==> src/rtl/rv32i_pkg.sv <==
// Shared RV32I decode constants: opcodes, ALU codes, result selects, immediate types
// and the ID/EX register layout.
package rv32i_pkg;

    localparam int XLEN_DEF = 32;

    localparam logic [6:0] OPC_OP     = 7'b0110011;
    localparam logic [6:0] OPC_OP_IMM = 7'b0010011;
    localparam logic [6:0] OPC_LOAD   = 7'b0000011;
    localparam logic [6:0] OPC_STORE  = 7'b0100011;
    localparam logic [6:0] OPC_BRANCH = 7'b1100011;
    localparam logic [6:0] OPC_JAL    = 7'b1101111;
    localparam logic [6:0] OPC_JALR   = 7'b1100111;
    localparam logic [6:0] OPC_LUI    = 7'b0110111;
    localparam logic [6:0] OPC_AUIPC  = 7'b0010111;

    typedef enum logic [3:0] {
        ALU_ADD   = 4'd0,
        ALU_SUB   = 4'd1,
        ALU_AND   = 4'd2,
        ALU_OR    = 4'd3,
        ALU_XOR   = 4'd4,
        ALU_SLT   = 4'd5,
        ALU_SLTU  = 4'd6,
        ALU_SLL   = 4'd7,
        ALU_SRL   = 4'd8,
        ALU_SRA   = 4'd9,
        ALU_PASSB = 4'd10
    } alu_op_e;

    localparam logic [1:0] RES_ALU = 2'b00;
    localparam logic [1:0] RES_MEM = 2'b01;
    localparam logic [1:0] RES_PC4 = 2'b10;

    typedef enum logic [2:0] {
        IMM_NONE,
        IMM_I,
        IMM_S,
        IMM_B,
        IMM_U,
        IMM_J
    } imm_type_e;

    typedef struct packed {
        logic [XLEN_DEF-1:0] rd1;
        logic [XLEN_DEF-1:0] rd2;
        logic [XLEN_DEF-1:0] imm;
        logic [XLEN_DEF-1:0] pc;
        logic [4:0]          rs1;
        logic [4:0]          rs2;
        logic [4:0]          rd;
        logic                reg_write;
        logic                mem_write;
        logic                jump;
        logic                branch;
        logic                alu_src;
        logic                jalr;
        logic [1:0]          result_src;
        alu_op_e             alu_ctrl;
        logic [2:0]          funct3;
        logic                src_a_pc;
        logic                illegal;
    } idex_t;

    // alt is IR[30]; allow_sub is false for OP-IMM, where IR[30] is immediate data on ADDI.
    function automatic alu_op_e alu_from_f3(input logic [2:0] f3, input logic alt,
                                            input logic allow_sub);
        alu_op_e op;
        case (f3)
            3'b000:  op = (alt && allow_sub) ? ALU_SUB : ALU_ADD;
            3'b001:  op = ALU_SLL;
            3'b010:  op = ALU_SLT;
            3'b011:  op = ALU_SLTU;
            3'b100:  op = ALU_XOR;
            3'b101:  op = alt ? ALU_SRA : ALU_SRL;
            3'b110:  op = ALU_OR;
            default: op = ALU_AND;
        endcase
        return op;
    endfunction

endpackage

==> src/rtl/instruction_decode_register_file.sv <==
// 32-entry register file, two combinational read ports, one write port.
// Reads bypass a same-cycle write so decode never sees a stale operand; x0 reads as zero.
module register_file
    import rv32i_pkg::*;
#(
    parameter int XLEN  = 32,
    parameter int NREGS = 32
) (
    input  logic            clk,
    input  logic            rst,
    input  logic [4:0]      rs1_i,
    input  logic [4:0]      rs2_i,
    output logic [XLEN-1:0] rd1_o,
    output logic [XLEN-1:0] rd2_o,
    input  logic            we_i,
    input  logic [4:0]      wa_i,
    input  logic [XLEN-1:0] wd_i
);

    logic [XLEN-1:0] regs_q [NREGS];
    logic            wr_en;

    assign wr_en = we_i && (wa_i != 5'd0);

    always_ff @(posedge clk) begin
        if (!rst) begin
            for (int i = 0; i < NREGS; i++) begin
                regs_q[i] <= '0;
            end
        end else if (wr_en) begin
            regs_q[wa_i] <= wd_i;
        end
    end

    always_comb begin
        rd1_o = '0;
        rd2_o = '0;
        if (rs1_i != 5'd0) begin
            rd1_o = (wr_en && (wa_i == rs1_i)) ? wd_i : regs_q[rs1_i];
        end
        if (rs2_i != 5'd0) begin
            rd2_o = (wr_en && (wa_i == rs2_i)) ? wd_i : regs_q[rs2_i];
        end
    end

endmodule

==> src/rtl/instruction_decode.sv <==
// RV32I decode stage: register read, main/ALU decode, immediate generation into ID/EX.
// One-cycle latency; flush_e inserts a bubble, reset outranks flush.
module instruction_decode
    import rv32i_pkg::*;
#(
    parameter int XLEN  = 32,
    parameter int NREGS = 32
) (
    input  logic            clk,
    input  logic            rst,
    input  logic [31:0]     IF_ID_IR,
    input  logic [XLEN-1:0] IF_ID_PC,
    input  logic            flush_e,
    input  logic            RegWriteW,
    input  logic [4:0]      RdW,
    input  logic [XLEN-1:0] ResultW,
    output logic [XLEN-1:0] ID_EX_RD1,
    output logic [XLEN-1:0] ID_EX_RD2,
    output logic [XLEN-1:0] ID_EX_Imm,
    output logic [XLEN-1:0] ID_EX_PC,
    output logic [4:0]      ID_EX_Rs1,
    output logic [4:0]      ID_EX_Rs2,
    output logic [4:0]      ID_EX_Rd,
    output logic            ID_EX_RegWrite,
    output logic            ID_EX_MemWrite,
    output logic            ID_EX_Jump,
    output logic            ID_EX_Branch,
    output logic            ID_EX_ALUSrc,
    output logic            ID_EX_Jalr,
    output logic [1:0]      ID_EX_ResultSrc,
    output logic [3:0]      ID_EX_ALUControl,
    output logic [2:0]      ID_EX_Funct3,
    output logic            ID_EX_SrcAPC,
    output logic            illegal_e
);

    logic [31:0]     ir;
    logic [6:0]      opcode;
    logic [XLEN-1:0] rd1, rd2, imm;
    imm_type_e       imm_type;
    idex_t           dec, idex_d, idex_q;

    assign ir     = IF_ID_IR;
    assign opcode = ir[6:0];

    register_file #(.XLEN(XLEN), .NREGS(NREGS)) u_rf (
        .clk   (clk),
        .rst   (rst),
        .rs1_i (ir[19:15]),
        .rs2_i (ir[24:20]),
        .rd1_o (rd1),
        .rd2_o (rd2),
        .we_i  (RegWriteW),
        .wa_i  (RdW),
        .wd_i  (ResultW)
    );

    always_comb begin
        imm = '0;
        case (imm_type)
            IMM_I:   imm = {{(XLEN-12){ir[31]}}, ir[31:20]};
            IMM_S:   imm = {{(XLEN-12){ir[31]}}, ir[31:25], ir[11:7]};
            IMM_B:   imm = {{(XLEN-13){ir[31]}}, ir[31], ir[7], ir[30:25], ir[11:8], 1'b0};
            IMM_U:   imm = {ir[31:12], 12'b0};
            IMM_J:   imm = {{(XLEN-21){ir[31]}}, ir[31], ir[19:12], ir[20], ir[30:21], 1'b0};
            default: imm = '0;
        endcase
    end

    always_comb begin
        dec          = '0;
        imm_type     = IMM_NONE;
        dec.alu_ctrl = ALU_ADD;
        case (opcode)
            OPC_OP: begin
                dec.reg_write = 1'b1;
                dec.alu_ctrl  = alu_from_f3(ir[14:12], ir[30], 1'b1);
            end
            OPC_OP_IMM: begin
                imm_type      = IMM_I;
                dec.reg_write = 1'b1;
                dec.alu_src   = 1'b1;
                dec.alu_ctrl  = alu_from_f3(ir[14:12], ir[30], 1'b0);
            end
            OPC_LOAD: begin
                imm_type       = IMM_I;
                dec.reg_write  = 1'b1;
                dec.alu_src    = 1'b1;
                dec.result_src = RES_MEM;
            end
            OPC_STORE: begin
                imm_type      = IMM_S;
                dec.mem_write = 1'b1;
                dec.alu_src   = 1'b1;
            end
            OPC_BRANCH: begin
                imm_type     = IMM_B;
                dec.branch   = 1'b1;
                dec.alu_ctrl = ALU_SUB;
            end
            OPC_JAL: begin
                imm_type       = IMM_J;
                dec.reg_write  = 1'b1;
                dec.jump       = 1'b1;
                dec.result_src = RES_PC4;
            end
            OPC_JALR: begin
                imm_type       = IMM_I;
                dec.reg_write  = 1'b1;
                dec.jump       = 1'b1;
                dec.jalr       = 1'b1;
                dec.alu_src    = 1'b1;
                dec.result_src = RES_PC4;
            end
            OPC_LUI: begin
                imm_type      = IMM_U;
                dec.reg_write = 1'b1;
                dec.alu_src   = 1'b1;
                dec.alu_ctrl  = ALU_PASSB;
            end
            OPC_AUIPC: begin
                imm_type      = IMM_U;
                dec.reg_write = 1'b1;
                dec.alu_src   = 1'b1;
                dec.src_a_pc  = 1'b1;
            end
            default: begin
                dec.illegal = 1'b1;
            end
        endcase
        dec.rd1    = rd1;
        dec.rd2    = rd2;
        dec.imm    = imm;
        dec.pc     = IF_ID_PC;
        dec.rs1    = ir[19:15];
        dec.rs2    = ir[24:20];
        dec.rd     = ir[11:7];
        dec.funct3 = dec.illegal ? 3'b000 : ir[14:12];
    end

    assign idex_d = flush_e ? idex_t'('0) : dec;

    always_ff @(posedge clk) begin
        if (!rst) begin
            idex_q <= '0;
        end else begin
            idex_q <= idex_d;
        end
    end

    assign ID_EX_RD1        = idex_q.rd1;
    assign ID_EX_RD2        = idex_q.rd2;
    assign ID_EX_Imm        = idex_q.imm;
    assign ID_EX_PC         = idex_q.pc;
    assign ID_EX_Rs1        = idex_q.rs1;
    assign ID_EX_Rs2        = idex_q.rs2;
    assign ID_EX_Rd         = idex_q.rd;
    assign ID_EX_RegWrite   = idex_q.reg_write;
    assign ID_EX_MemWrite   = idex_q.mem_write;
    assign ID_EX_Jump       = idex_q.jump;
    assign ID_EX_Branch     = idex_q.branch;
    assign ID_EX_ALUSrc     = idex_q.alu_src;
    assign ID_EX_Jalr       = idex_q.jalr;
    assign ID_EX_ResultSrc  = idex_q.result_src;
    assign ID_EX_ALUControl = idex_q.alu_ctrl;
    assign ID_EX_Funct3     = idex_q.funct3;
    assign ID_EX_SrcAPC     = idex_q.src_a_pc;
    assign illegal_e        = idex_q.illegal;

endmodule

==> config.mk <==
export PLATFORM = sky130hd
export DESIGN_NAME = instruction_decode
export DESIGN_NICKNAME = d
export VERILOG_FILES = /design/src/rtl/rv32i_pkg.sv /design/src/rtl/instruction_decode_register_file.sv /design/src/rtl/instruction_decode.sv
export SDC_FILE = /design/constraint.sdc
export NUM_CORES = 2
export LEC_CHECK = 0
export BUFFER_PORTS_ARGS = -buffer_cell sky130_fd_sc_hd__buf_2
export CELL_PAD_IN_SITES_DETAIL_PLACEMENT = 1
export CELL_PAD_IN_SITES_GLOBAL_PLACEMENT = 2
export CORE_MARGIN = 5
export CORE_UTILIZATION = 42
export CTS_BUF_LIST = sky130_fd_sc_hd__clkbuf_2
export DETAILED_ROUTE_END_ITERATION = 8
export PLACE_DENSITY = 0.87
export SLEW_MARGIN = 40
export SYNTH_ARGS = -nofsm -noshare
export SYNTH_HDL_FRONTEND = slang
export SYNTH_SLANG_ARGS = --single-unit
==> constraint.sdc <==
create_clock -name clk -period 4.4 [get_ports clk]
set_clock_uncertainty 0.15 [all_clocks]
set_input_delay 0.44 -clock clk [delete_from_list [all_inputs] [get_ports clk]]
set_output_delay 0.44 -clock clk [all_outputs]
set_load 0.02 [all_outputs]
Yosys cells after proc, flatten, opt, wreduce, memory -nomap -nowiden. Memories as Yosys holds them, arrays and structs flattened. A register that Yosys moved wholly into a read port is not among the register bits. Index checks and enable logic that the tools add are counted.

Input bits: 105. RAM bits: 1024. Bits in registers: 96. Memories kept: 1.

Memory list: u_rf.regs_q (depth 32, bits a word 32, read ports 2, clocked after Yosys merged registers in 2, wr ports 32, line instruction_decode_register_file.sv:20) `logic [XLEN-1:0] regs_q [NREGS];`.

Eq/ne operators: 20. Mux-type cells: 23. Bitwise operators: 4. Reductions and logical operators: 16.

Operators by type and width (count): one-hot mux 32 bit (5 select lines) (1); one-hot mux 4 bit (7 select lines) (2); two-way mux 32 bit (1); OR reduction 32 bit (1); equality test 7 x 6 -> 1 bit, second input constant (3); equality test 7 bit, second input constant (3); one-hot mux 4 bit (4 select lines) (1); equality test 3 bit, second input constant (5); two-way mux 1 bit (15); one-hot mux 3 bit (5 select lines) (1); nonzero test 5 bit (3); equality test 7 x 5 -> 1 bit, second input constant (2); equality test 3 x 2 -> 1 bit, second input constant (4); OR reduction 3 bit (4); OR reduction 9 bit (1); equality test 7 x 2 -> 1 bit, second input constant (1); OR reduction 7 bit (1); equality test 3 x 1 -> 1 bit, second input constant (2); OR reduction 2 bit (3); OR reduction 6 bit (1); two-way mux 5 bit (1); NOT 1 bit (4); one-hot mux 2 bit (2 select lines) (1); logical NOT 3 bit (1); logical AND 1 bit (1).

Depth between registers and ports, before layout.
Depth after elaboration: 7. Depth in mapped cells: 10. Gate-level depth less buffers: 5.

Hierarchy. Synthesis repeated with hierarchy kept, for this count alone.

Cell total of the unflattened synthesis: 4353. Area total of the unflattened synthesis: 60389.2 um^2.

Modules (own cells, without submodules): register_file (times used 1, area each 55647.1 um^2, cells each 3928); instruction_decode (times used 1, area each 4742.0 um^2, cells each 425).

Least setup slack after synthesis. Ideal clock, no wire load.

Path kind: input to register. From: input rst. To: memory u_rf.regs_q[12][0] (enable). Setup slack: 0.093 ns. Setup time: 0.466 ns. Path buffers: 2. Arrival time: 3.692 ns. Stages: 5. Cell sequence: buf_2 nand2_1 or4_4 buf_2 o21ai_0.

RTL lines: from (decl) (line instruction_decode.sv:10) `input logic rst,`; to (decl) (line instruction_decode_register_file.sv:20).

Final worst setup path.
From: input IF_ID_IR[5]. To: register idex_q (netlist bit ID_EX_Imm[3]).

Cells in the longest elaborated chain, start to end: 5. Elaborated cells between the ends (all ways): 17. Those cells by class: 13 x eq/ne; 2 x mux; 2 x reduce/logical.

RTL lines: from (decl) (line instruction_decode.sv:11) `input logic [31:0] IF_ID_IR,`; equality test 7 bit, or another cell as far along (line instruction_decode.sv:74) `case (opcode)`; OR reduction 3 bit (no source line) / OR reduction 2 bit (equally long branches); one-hot mux 3 bit (5 select lines) (*) (line instruction_decode.sv:74); equality test 3 bit, or another cell as far along (line instruction_decode.sv:60) `case (imm_type)`; one-hot mux 32 bit (5 select lines) (*) (line instruction_decode.sv:60); to (signal assigned) (line instruction_decode.sv:147) `idex_q <= idex_d;`; to (decl) (line instruction_decode.sv:41) `idex_t dec, idex_d, idex_q;`.

Mark *: on every way between the ends. The rest lies on a longest branch, timed or not. A chain may end at the register's enable or synchronous reset.

==> impl_metrics.csv <==
group,metric,value,unit
status,status,"finished clean",
detailed_routing,first_pass_iters,8,
global_route,globalRouteTotalUtil,34.6,%
synth,synth_compound_area_share,5.59,%
synth,ys.flop_type,"edfxtp_1",
sta,tns,0,ns
global_route,grt_pass1_wl,370,mm
detailed_routing,vias_per_cell,6.63,
global_route,grt_use_met3,12.2,%
placed_design,dpl.cell_count,6214,
floorplan,num_rows,138,
placed_design,placed_area,0.0642,sq mm
floorplan,core_area,0.141,sq mm
critical_path,path_class,"in2reg",
synth,synth_cell_type_count,74,
clock_network,cts_setup_buffers,0,
critical_path,critPathLaunchType,"input pin",
synth,synthCells,4258,
floorplan,start_util,42.1,%
clock_network,cts-buffers-inserted,328,
clock_network,clock-root-buffer,"clkbuf_2",
critical_path,arrival,6.00,ns
synth,syn-cell-area,0.0595,sq mm
critical_path,cp_max_fo,8,
synth,synth_mux_area_share,19.4,%
clock_network,cts_tree,"done",
synth,yosysTopAreaCellShare,51.7,%
detailed_routing,routed_wl,268,mm
sta,tightest_slew,1.31,ns
power,pwr-share-clk,33.6,%
placed_design,place_congestion,0.912,
synth,yosys.area.top_type,"edfxtp_1",
power,switching_share,30.8,%
global_route,antenna_found_initial,41,
placed_design,port-buffer-count,264,
power,p_seq_share,52.5,%
power,combPwrFrac,13.9,%
detailed_routing,vias,47700,
sta,slew_headroom,12.4,%
clock_network,cts_sinks,1184,
cells_and_area,synthToLayoutAreaGrowth,19.2,%
floorplan,die_h,386,microns
global_route,grt_pass1_vias,49000,
clock_network,insertion_delay,1.85,ns
placed_design,pre_cts_ws,1.11,ns
clock_network,cts_buffer_depth,4,
floorplan,die_area,0.149,sq mm
synth,synth_top_family_by_area,"multiplexers",
synth,synth-async-reset-ratio,0,%
power,p_leak,26.5,nW
power,p_int,17.3,mW
sta,fmax,232,MHz
sta,setup_viol,0,
synth,yosysWarnings,0,
detailed_routing,wire_per_inst,37.2,microns
clock_network,cts-htree-levels,5,
sta,hold_violations,0,
run,max-cap-violations,0,
cells_and_area,nets,5136,
cells_and_area,design_area,0.0709,sq mm
cells_and_area,final_util,50.2,%
floorplan,ios,265,
synth,ys_ff_latch,1184,
sta,fin_crit_sh,98.1,%
clock_network,clk_pin_slew_worst_paths,0.16,ns
global_route,grt_max_degree,103,
critical_path,end_kind,"register",
synth,ys_seq_area_share,57.0,%
cells_and_area,drive_above_1_share,30.2,%
detailed_routing,ant_nets,0,
synth,synth.area.top_cells,"edfxtp_1, mux4_2, and2_1",
detailed_routing,drt_iter0_drc,7921,
sta,finalMaxSlewViolations,0,
cells_and_area,fillCellCount,14300,
placed_design,dpl.hpwl,153,mm
synth,syn_avg_cell_area,14.0,sq um
global_route,top_usage_layer,"met2",
power,finalPower,25.1,mW
sta,rsz0062_at_grt,"false",
synth,synth-simple-area-share,14.5,%
hold_path,hp-class,"in2reg",
synth,synth-xor-area-share,0.162,%
global_route,met1_usage,42.1,%
sta,period_needed,4.32,ns
sta,setup_slack,0.0832,ns
global_route,overflow,0,
global_route,met2_usage,52.6,%
cells_and_area,fin_cells,7201,
synth,synth-adder-area-share,0,%
sta,fin_hold_ws,0.127,ns
critical_path,cp.required,6.08,ns
floorplan,fp.dieW,386,microns
power,ir_drop,0.275,mV
detailed_routing,route.detailed.drc,0,
power,p_sw,7.72,mW
synth,synth_edf_count,1024,
power,p_per_area,353,mW/mm^2
==> power by group through the flow <==
stage / registers, mW / logic [mW] / clock network (mW)
after floorplan: 13.3 / 1.74 / 0
after detailed placement: 13.4 / 3.05 / 0
final: 13.2 / 3.48 / 8.43
after global routing: 13.2 / 3.52 / 9.05
after global placement: 13.3 / 2.99 / 0
after CTS: 13.1 / 3.30 / 8.26
==> critical path, stage by stage <==
cell           delay [ns]
dlygate4sd3_1        0.56
dlygate4sd3_1        0.58
buf_2                0.17
dlygate4sd3_1        0.74
nand2b_1             0.20
nor4_2               0.05
dlygate4sd3_1        0.69
buf_4                0.20
dlygate4sd3_1        0.66
or3b_1               0.39
dlygate4sd3_1        0.57
a21oi_1              0.16
dlygate4sd3_1        0.58
==> cell type report <==
cell class / instances / area, sq um / share of cell area [%]
Sequential cell: 1184 / 34000 / 47.9
Multi-Input combinational cell: 2661 / 24400 / 34.4
Timing Repair Buffer: 852 / 7200 / 10.2
Clock buffer: 513 / 2570 / 3.62
Tap cell: 1890 / 2360 / 3.33
Clock inverter: 60 / 314 / 0.443
Antenna cell: 37 / 92.6 / 0.131
Inverter: 4 / 16.3 / 0.0229
==> sequential cells by signal, indices dropped and copies added, names as in the netlist, 2 cells and up <==
signal / flops
u_rf.regs_q: 1024
ID_EX_Funct3: 3
ID_EX_RD2: 32
ID_EX_ResultSrc: 2
ID_EX_Rs1: 5
ID_EX_Rd: 5
ID_EX_ALUControl: 4
ID_EX_PC: 32
ID_EX_Rs2: 5
ID_EX_RD1: 32
ID_EX_Imm: 32
==> kinds of logic after synthesis <==
| kind of cell | after synthesis |
|---|---|
| AO/OA/AOI/OAI | 484 |
| flip-flops | 1184 |
| buffers and inverters | 444 |
| multiplexers | 671 |
| other | 1 |
| XOR/XNOR | 11 |
| AND/OR/NAND/NOR | 1463 |
==> Yosys cell counts, types with 7 or more instances <==
| library cell | number |
|---|---|
| and2_1 | 1061 |
| edfxtp_1 | 1024 |
| mux4_2 | 380 |
| clkbuf_1 | 309 |
| mux2i_1 | 221 |
| nand2_1 | 161 |
| dfxtp_1 | 160 |
| o22ai_1 | 80 |
| buf_2 | 77 |
| o21ai_0 | 77 |
| a21oi_1 | 76 |
| mux2_2 | 66 |
| nor2_1 | 62 |
| a22oi_1 | 58 |
| nand3_1 | 44 |
| a211oi_1 | 42 |
| buf_4 | 29 |
| nand4_1 | 26 |
| nor3_1 | 26 |
| a221oi_1 | 22 |
| o221ai_1 | 19 |
| a22o_1 | 18 |
| a32o_1 | 18 |
| o211ai_1 | 15 |
| buf_1 | 13 |
| buf_6 | 11 |
| o31ai_1 | 11 |
| and3_1 | 10 |
| nor2b_1 | 10 |
| nand4b_1 | 9 |
| a21o_1 | 7 |
| o21a_1 | 7 |
| xnor2_1 | 7 |
==> cells in the final DEF, fill, tap and decap left out, drive strengths merged, types with 70 or more instances in the layout <==
master / instances
nand2: 161
mux4: 380
dlygate4sd3: 335
mux2i: 221
and2: 1062
edfxtp: 1024
mux2: 70
clkbuf: 513
o21ai: 80
dfxtp: 160
buf: 516
a21oi: 76
o22ai: 80
==> path summary, 6_finish.rpt <==
check,startpoint,endpoint,cells after the start,slack [ns]
setup / recovery,IF_ID_IR[5],ID_EX_Imm[3]$_SDFF_PP0_,13,0.08
hold / removal,ResultW[15],ID_EX_RD2[15]$_SDFF_PP0_,5,0.13
setup reg to reg,u_rf.regs_q[5][3]$_SDFFCE_PN0P_,ID_EX_RD2[3]$_SDFF_PP0_,6,1.63
hold reg to reg,u_rf.regs_q[25][7]$_SDFFCE_PN0P_,ID_EX_RD2[7]$_SDFF_PP0_,5,0.68
==> routing by layer <==
metal	up-vias	wire [microns]
li1	17800	-
met5	-	101
met4	18	21200
met1	24000	90300
met3	1258	38500
met2	4641	118000
==> timing repair <==
| item | in CTS | in global routing |
|---|---|---|
| hold endpoints to repair | 2125 | 738 |
| resized for setup | 0 | 1 |
| hold buffers | 351 | 24 |
| endpoints found under the setup margin | 0 | 1 |
No activity file was read; power rests on OpenSTA's default activity.
